`src/rtl/kalkulator_sekwencer.sv`:
```
// Board calculator sequencer: debounced key commands, add/sub/shift-add multiply,
// then sequential double-dabble into four BCD digits held until the next result.
module kalkulator_sekwencer #(
   parameter int unsigned DB_CYCLES = 4
) (
   input  logic       CLOCK_50,
   input  logic       RST,
   input  logic [2:0] KEY,
   input  logic [9:0] SW,
   output logic [3:0] cyfra0,
   output logic [3:0] cyfra1,
   output logic [3:0] cyfra2,
   output logic [3:0] cyfra3,
   output logic       ujemny,
   output logic       zajety,
   output logic       gotowe
);

   localparam int unsigned CntW = $clog2(DB_CYCLES + 1);

   typedef enum logic [1:0] {StIdle, StMul, StConv, StDone} state_e;

   logic [2:0]      sync1_q, sync2_q, pressed_q;
   logic [CntW-1:0] db_cnt_q [3];
   logic [2:0]      differ, flip, press_ev;

   always_comb begin
      for (int k = 0; k < 3; k++) begin
         differ[k]   = (~sync2_q[k]) != pressed_q[k];
         flip[k]     = differ[k] && (db_cnt_q[k] == CntW'(DB_CYCLES - 1));
         press_ev[k] = flip[k] && !pressed_q[k];
      end
   end

   // Keys are active-low, so the synchronizer idles at 1 (released).
   always_ff @(posedge CLOCK_50 or posedge RST) begin
      if (RST) begin
         sync1_q   <= 3'b111;
         sync2_q   <= 3'b111;
         pressed_q <= 3'b000;
         for (int k = 0; k < 3; k++) db_cnt_q[k] <= '0;
      end else begin
         sync1_q <= KEY;
         sync2_q <= sync1_q;
         for (int k = 0; k < 3; k++) begin
            if (!differ[k]) begin
               db_cnt_q[k] <= '0;
            end else if (flip[k]) begin
               db_cnt_q[k]  <= '0;
               pressed_q[k] <= ~pressed_q[k];
            end else begin
               db_cnt_q[k] <= db_cnt_q[k] + CntW'(1);
            end
         end
      end
   end

   state_e      state_q;
   logic [9:0]  mcand_q, acc_q, bin_q;
   logic [4:0]  mplier_q;
   logic [15:0] bcd_q, cyfra_q;
   logic [3:0]  step_q;
   logic        neg_q, ujemny_q, zajety_q, gotowe_q;

   logic [5:0]  sum6, diff6, mag6;
   logic [9:0]  acc_nxt;
   logic [15:0] bcd_adj;

   always_comb begin
      sum6    = {1'b0, SW[4:0]} + {1'b0, SW[9:5]};
      diff6   = {1'b0, SW[4:0]} - {1'b0, SW[9:5]};
      mag6    = diff6[5] ? 6'(6'd0 - diff6) : diff6;
      acc_nxt = acc_q + (mplier_q[0] ? mcand_q : 10'd0);
      for (int i = 0; i < 4; i++) begin
         bcd_adj[4*i +: 4] = (bcd_q[4*i +: 4] >= 4'd5) ? bcd_q[4*i +: 4] + 4'd3
                                                       : bcd_q[4*i +: 4];
      end
   end

   always_ff @(posedge CLOCK_50 or posedge RST) begin
      if (RST) begin
         state_q  <= StIdle;
         mcand_q  <= '0;
         mplier_q <= '0;
         acc_q    <= '0;
         bin_q    <= '0;
         bcd_q    <= '0;
         step_q   <= '0;
         neg_q    <= 1'b0;
         cyfra_q  <= '0;
         ujemny_q <= 1'b0;
         zajety_q <= 1'b0;
         gotowe_q <= 1'b0;
      end else begin
         gotowe_q <= 1'b0;
         unique case (state_q)
            StIdle: begin
               // KEY0 > KEY1 > KEY2; losing same-cycle events are dropped.
               if (|press_ev) begin
                  zajety_q <= 1'b1;
                  step_q   <= '0;
                  bcd_q    <= '0;
                  neg_q    <= 1'b0;
                  if (press_ev[0]) begin
                     bin_q   <= {4'd0, sum6};
                     state_q <= StConv;
                  end else if (press_ev[1]) begin
                     bin_q   <= {4'd0, mag6};
                     neg_q   <= diff6[5];
                     state_q <= StConv;
                  end else begin
                     mcand_q  <= {5'd0, SW[4:0]};
                     mplier_q <= SW[9:5];
                     acc_q    <= '0;
                     state_q  <= StMul;
                  end
               end
            end
            StMul: begin
               acc_q    <= acc_nxt;
               mcand_q  <= mcand_q << 1;
               mplier_q <= mplier_q >> 1;
               step_q   <= step_q + 4'd1;
               if (step_q == 4'd4) begin
                  bin_q   <= acc_nxt;
                  step_q  <= '0;
                  state_q <= StConv;
               end
            end
            StConv: begin
               {bcd_q, bin_q} <= {bcd_adj, bin_q} << 1;
               step_q         <= step_q + 4'd1;
               if (step_q == 4'd9) state_q <= StDone;
            end
            StDone: begin
               cyfra_q  <= bcd_q;
               ujemny_q <= neg_q;
               gotowe_q <= 1'b1;
               zajety_q <= 1'b0;
               state_q  <= StIdle;
            end
            default: state_q <= StIdle;
         endcase
      end
   end

   assign cyfra0 = cyfra_q[3:0];
   assign cyfra1 = cyfra_q[7:4];
   assign cyfra2 = cyfra_q[11:8];
   assign cyfra3 = cyfra_q[15:12];
   assign ujemny = ujemny_q;
   assign zajety = zajety_q;
   assign gotowe = gotowe_q;

endmodule

```
`config.mk`:
```
export PLATFORM = sky130hd
export DESIGN_NAME = kalkulator_sekwencer
export DESIGN_NICKNAME = d
export VERILOG_FILES = /design/src/rtl/kalkulator_sekwencer.sv
export SDC_FILE = /design/constraint.sdc
export NUM_CORES = 1
export LEC_CHECK = 0
export ABC_AREA = 0
export CELL_PAD_IN_SITES_DETAIL_PLACEMENT = 0
export CELL_PAD_IN_SITES_GLOBAL_PLACEMENT = 1
export CORE_UTILIZATION = 41
export DETAILED_ROUTE_END_ITERATION = 12
export PLACE_DENSITY_LB_ADDON = 0.3
export SYNTH_ARGS = -nofsm -noshare
export SYNTH_HDL_FRONTEND = slang
export SYNTH_SLANG_ARGS = --single-unit
```
`constraint.sdc`:
```
create_clock -name CLOCK_50 -period 3.7 [get_ports CLOCK_50]
set_clock_uncertainty 0.2 [all_clocks]
set_input_delay 0.37 -clock CLOCK_50 [delete_from_list [all_inputs] [get_ports CLOCK_50]]
set_output_delay 0.37 -clock CLOCK_50 [all_outputs]
set_load 0.01 [all_outputs]
```
Word-level counts from Yosys, hierarchy flattened:

Index checks and enable logic that the tools add are counted.

* output and inout bits: 19
* bits of input ports: 15
* flip-flop bits (word level): 95
* logic and storage cells: 129

* add/subtract/negate cells: 12
* reduce and logical (&&, ||, !) cells: 25
* bitwise operators: 6
* multiplexer cells: 45
* order comparisons: 4
* equality and inequality tests: 17

Operators by type and width (count)
* $mux W10: 11
* $pmux W10 S2: 2
* $pmux W16 S2: 1
* $pmux W10 S3: 1
* $mux W3: 7
* $mux W4: 5
* $ge A4 B3 Y1 const B: 4
* $mux W16: 1
* $mux W5: 3
* $reduce_and A2 Y1: 7
* $add A4 B2 Y4 const B: 3
* $pmux W4 S3: 1
* $add A10 B10 Y10: 1
* $mux W2: 5
* $ne A2 B2 Y1 const B: 5
* $pmux W5 S2: 1
* $add A3 B1 Y3 const B: 3
* $eq A3 B2 Y1 const B: 3
* $pmux W2 S4: 1
* $reduce_and A4 Y1: 2
* $add A5 B5 Y6: 1
* $logic_and A1 B1 Y1: 6
* $mux W6: 1
* $not A1 Y1: 6
* 18 further kinds: 28

Longest topological paths before layout:

* depth after elaboration: 8
* mapped depth: 11
* gate-level depth less buffers: 11

Least setup slack after synthesis:

No wires, ideal clock.

* path type: register to register
* start: reg mplier_q[0]
* end: reg bin_q[8]
* data required time: 3.418 ns
* arrival: 2.414 ns
* buffers on the path: 1
* clock period less this slack: 2.696 ns
* path slack: 1.004 ns
* cell stages (with the launch flop): 11
* cells stage by stage: dfrtp_1 clkbuf_1 and2_1 ha_1 fa_1 a21o_1 a21oi_1 o21ai_0 a2111oi_0 a41oi_1 a31oi_1

* longest elaborated chain between the ends: 4

RTL lines
* from (decl): line 60 `logic [4:0] mplier_q;`
* from (signal assigned): line 113 `mplier_q <= SW[9:5];`
* from (signal assigned): line 122 `mplier_q <= mplier_q >> 1;`
* $mux W10: line 73 `acc_nxt = acc_q + (mplier_q[0] ? mcand_q : 10'd0);`
* $add A10 B10 Y10: line 73
* $mux W10: line 124 `if (step_q == 4'd4) begin`
* $pmux W10 S3: line 96 `unique case (state_q)`
* to (signal assigned): line 105 `bin_q <= {4'd0, sum6};`
* to (signal assigned): line 125 `bin_q <= acc_nxt;`
* to (signal assigned): line 131 `{bcd_q, bin_q} <= {bcd_adj, bin_q} << 1;`
* to (decl): line 59 `logic [9:0] mcand_q, acc_q, bin_q;`

No other way between the ends. The select of a mux whose other input is x is not followed.
A chain may end at the register's enable or synchronous reset.

Final worst setup path:

Same ends and word-level chain as after synthesis.

==> flow_summary.yaml <==
global_route:
  antenna_found_initial: 0
  first_global_vias: 4114
  grt_start_max_net_pins: 57
  grt_pass1_wl_um: 19700
  grt.overflow.total: 0
  grt_use_total_pct: 17.4
floorplanning:
  die_area_sq_um: 13900
  fp.dieW_um: 118
  coreArea_sq_um: 12900
  num_io_pins: 34
  fp-row-count: 41
  start_util_pct: 42.8
  dieHeight_um: 118
worst_setup_path:
  critical_path.cell_chain: "and2_1, ha_1, fa_1, a21o_1, a21oi_1, o21ai_0, a2111oi_0, a41oi_1, a31oi_1"
  arrival_ps: 3090
  start_kind: "register"
  critical_path.max_fanout: 11
  worst_path_max_delay_cell: "dfrtp_1"
  max_stage_delay_ps: 480
  end_kind: "register"
  crit_required_ps: 3780
  crit_type: "register to register"
yosys:
  synthCells: 570
  synthArstFlopShare_pct: 100
  ys_ff_latch: 95
  mappedNetlistNets: 626
  synth-edff-count: 0
  synth_area_per_cell_sq_um: 9.67
  synth_warnings: 0
  yosys.cell_types.count: 63
  yosysSeqAreaShare_pct: 43.3
  netlist_area_sq_um: 5510
  ys.flop_type: "dfrtp_1"
power_and_ir_drop:
  ir_drop_uv: 367
  p_leak_nw: 2.85
  power.density_nw_per_um2: 680
  fin_total_pwr_mw: 4.30
cells_and_area:
  multiInputGateArea_sq_um: 2870
  utilization_pct: 49.1
  seq_area_sq_um: 2380
  final.fill_count: 1199
  insertedDiodeCount: 0
  fin_nets: 652
  layout_common_cells: "nand2_1, dfrtp_1, o21ai_0"
  drive_gt1_share_pct: 11.0
  syn_to_final_growth_pct: 14.6
run:
  max-cap-violations: 0
clocking:
  clock_sinks: 95
  postCtsResizedCells: 0
  numCtsBuffers: 9
  ctsHtreeMaxLevel: 3
  clk_pin_slew_worst_paths_ps: 70
  clock_latency_ps: 350
  ctsRootBufferMaster: "clkbuf_16"
  holdBufCountCts: 0
  postCtsSetupBuffers: 0
  ctsLongestPathBuffers: 2
  cts_tree: "built"
timing:
  setup_viol: 0
  hold_viol: 0
  tightest_slew_ps: 1030
  setup_tns_ps: 0
  rsz0062_at_grt: "false"
  whs_ps: 157
  relSlewSlack_pct: 31.0
  fmax_mhz: 332
  min_period_ps: 3010
  final.period_utilization_pct: 81.4
  slew_violations: 0
detailed_routing:
  viasPerCell: 5.26
  wl_per_cell_um: 14.3
  dr.pass1.iters: 4
  initialDrtViolationCount: 231
  detail-route-antenna-nets: 0
  drc: 0
  drt_wl_total_um: 11100
  vias: 4069
run_status:
  status: "completed"
place:
  place_congestion: 0.867
  io_buffers: 33
  dpl.hpwl_um: 7880
min_path:
  hp-class: "register to register"
-- logic make-up after synthesis --
logic type / synth area share, %
muxes: 5.93
xor gates and xnor gates: 3.02
AOI/OAI and AO/OA: 17.4
adders and majority gates: 9.72
and+or+nand+nor: 16.1
DFF: 43.3
buffers and inverters: 4.59
-- worst max-delay path, delay by kind of cell, from the launching register on --
family / cells / cell delay [ps]
AOI/OAI and AO/OA: 6 / 1420
adders and majority gates: 2 / 630
DFF: 1 / 480
and+or+nand+nor: 1 / 210
-- stage by stage --
stage          cells  worst slack, ps  area [sq um]
4_1_cts          773              727          6320
3_5_place_dp     757              516          6010
6_report         773              686          6320
2_1_floorplan    570              663          5510
3_3_place_gp     757              569          6010
5_1_grt          773              490          6320
-- power by group --
part / switching (mW) / internal [mW]
combinational: 1.14 / 0.724
sequential: 0.191 / 1.31
clock: 0.442 / 0.493
total: 1.77 / 2.52
-- synthesized netlist by cell type (all sizes together) (4+ instances only) --
cell / instances / area, sq um
a211oi: 6 / 45.0
a21o: 6 / 45.0
a21oi: 24 / 131
a22o: 5 / 43.8
and2: 11 / 68.8
buf: 9 / 56.3
clkbuf: 15 / 57.6
dfrtp: 89 / 2230
dfstp: 6 / 158
ha: 38 / 475
inv: 37 / 139
mux2: 21 / 236
mux2i: 9 / 90.1
nand2: 90 / 345
nand2b: 11 / 68.8
nand3: 16 / 85.1
nand3b: 4 / 30.0
nand4: 5 / 31.3
nor2: 15 / 56.3
nor3: 10 / 50.1
nor3b: 7 / 52.6
o211ai: 4 / 30.0
o21ai: 61 / 320
o31ai: 10 / 95.1
xnor2: 12 / 105
xor2: 7 / 61.3
-- path summary, 6_finish.rpt --
path	endpoint	slack [ps]	depth (start not counted)	startpoint
setup / recovery	bin_q[8]	690	9	mplier_q[0]
min in group asynchronous	db_cnt_q[3]	280	2	RST
max in group asynchronous	sync2_q[0]	2310	3	RST
setup reg to reg	bin_q[8]	690	9	mplier_q[0]
hold / removal	sync2_q[0]	160	0	sync1_q[0]
hold reg to reg	sync2_q[0]	160	0	sync1_q[0]
-- layout make-up --
type / count / area share, %
well taps: 172 / 3.41
multi-input cells: 414 / 45.5
flip-flops and latches: 95 / 37.8
repair buffers: 39 / 6.34
inverters: 37 / 2.24
clock inverters: 6 / 1.01
clock buffers: 10 / 3.78
-- routing by layer --
layer / global-route usage (%) / up-vias / routed length [um]
li1: - / 2047 / -
met1: 24.8 / 1977 / 5690
met2: 26.8 / 35 / 4990
met3: 3.20 / 10 / 248
met4: 5.29 / 0 / 130
met5: 0 / - / 0
-- state kept, by name (all words and copies together) (netlist names) --
register / cells
neg_q: 1
acc_q: 10
bcd_q: 16
sync1_q: 3
db_cnt_q: 9
mplier_q: 5
sync2_q: 3
zajety: 1
step_q: 4
cyfra_q: 16
ujemny: 1
gotowe: 1
mcand_q: 10
state_q: 2
pressed_q: 3
bin_q: 10
(Power assumes the default switching activity.)
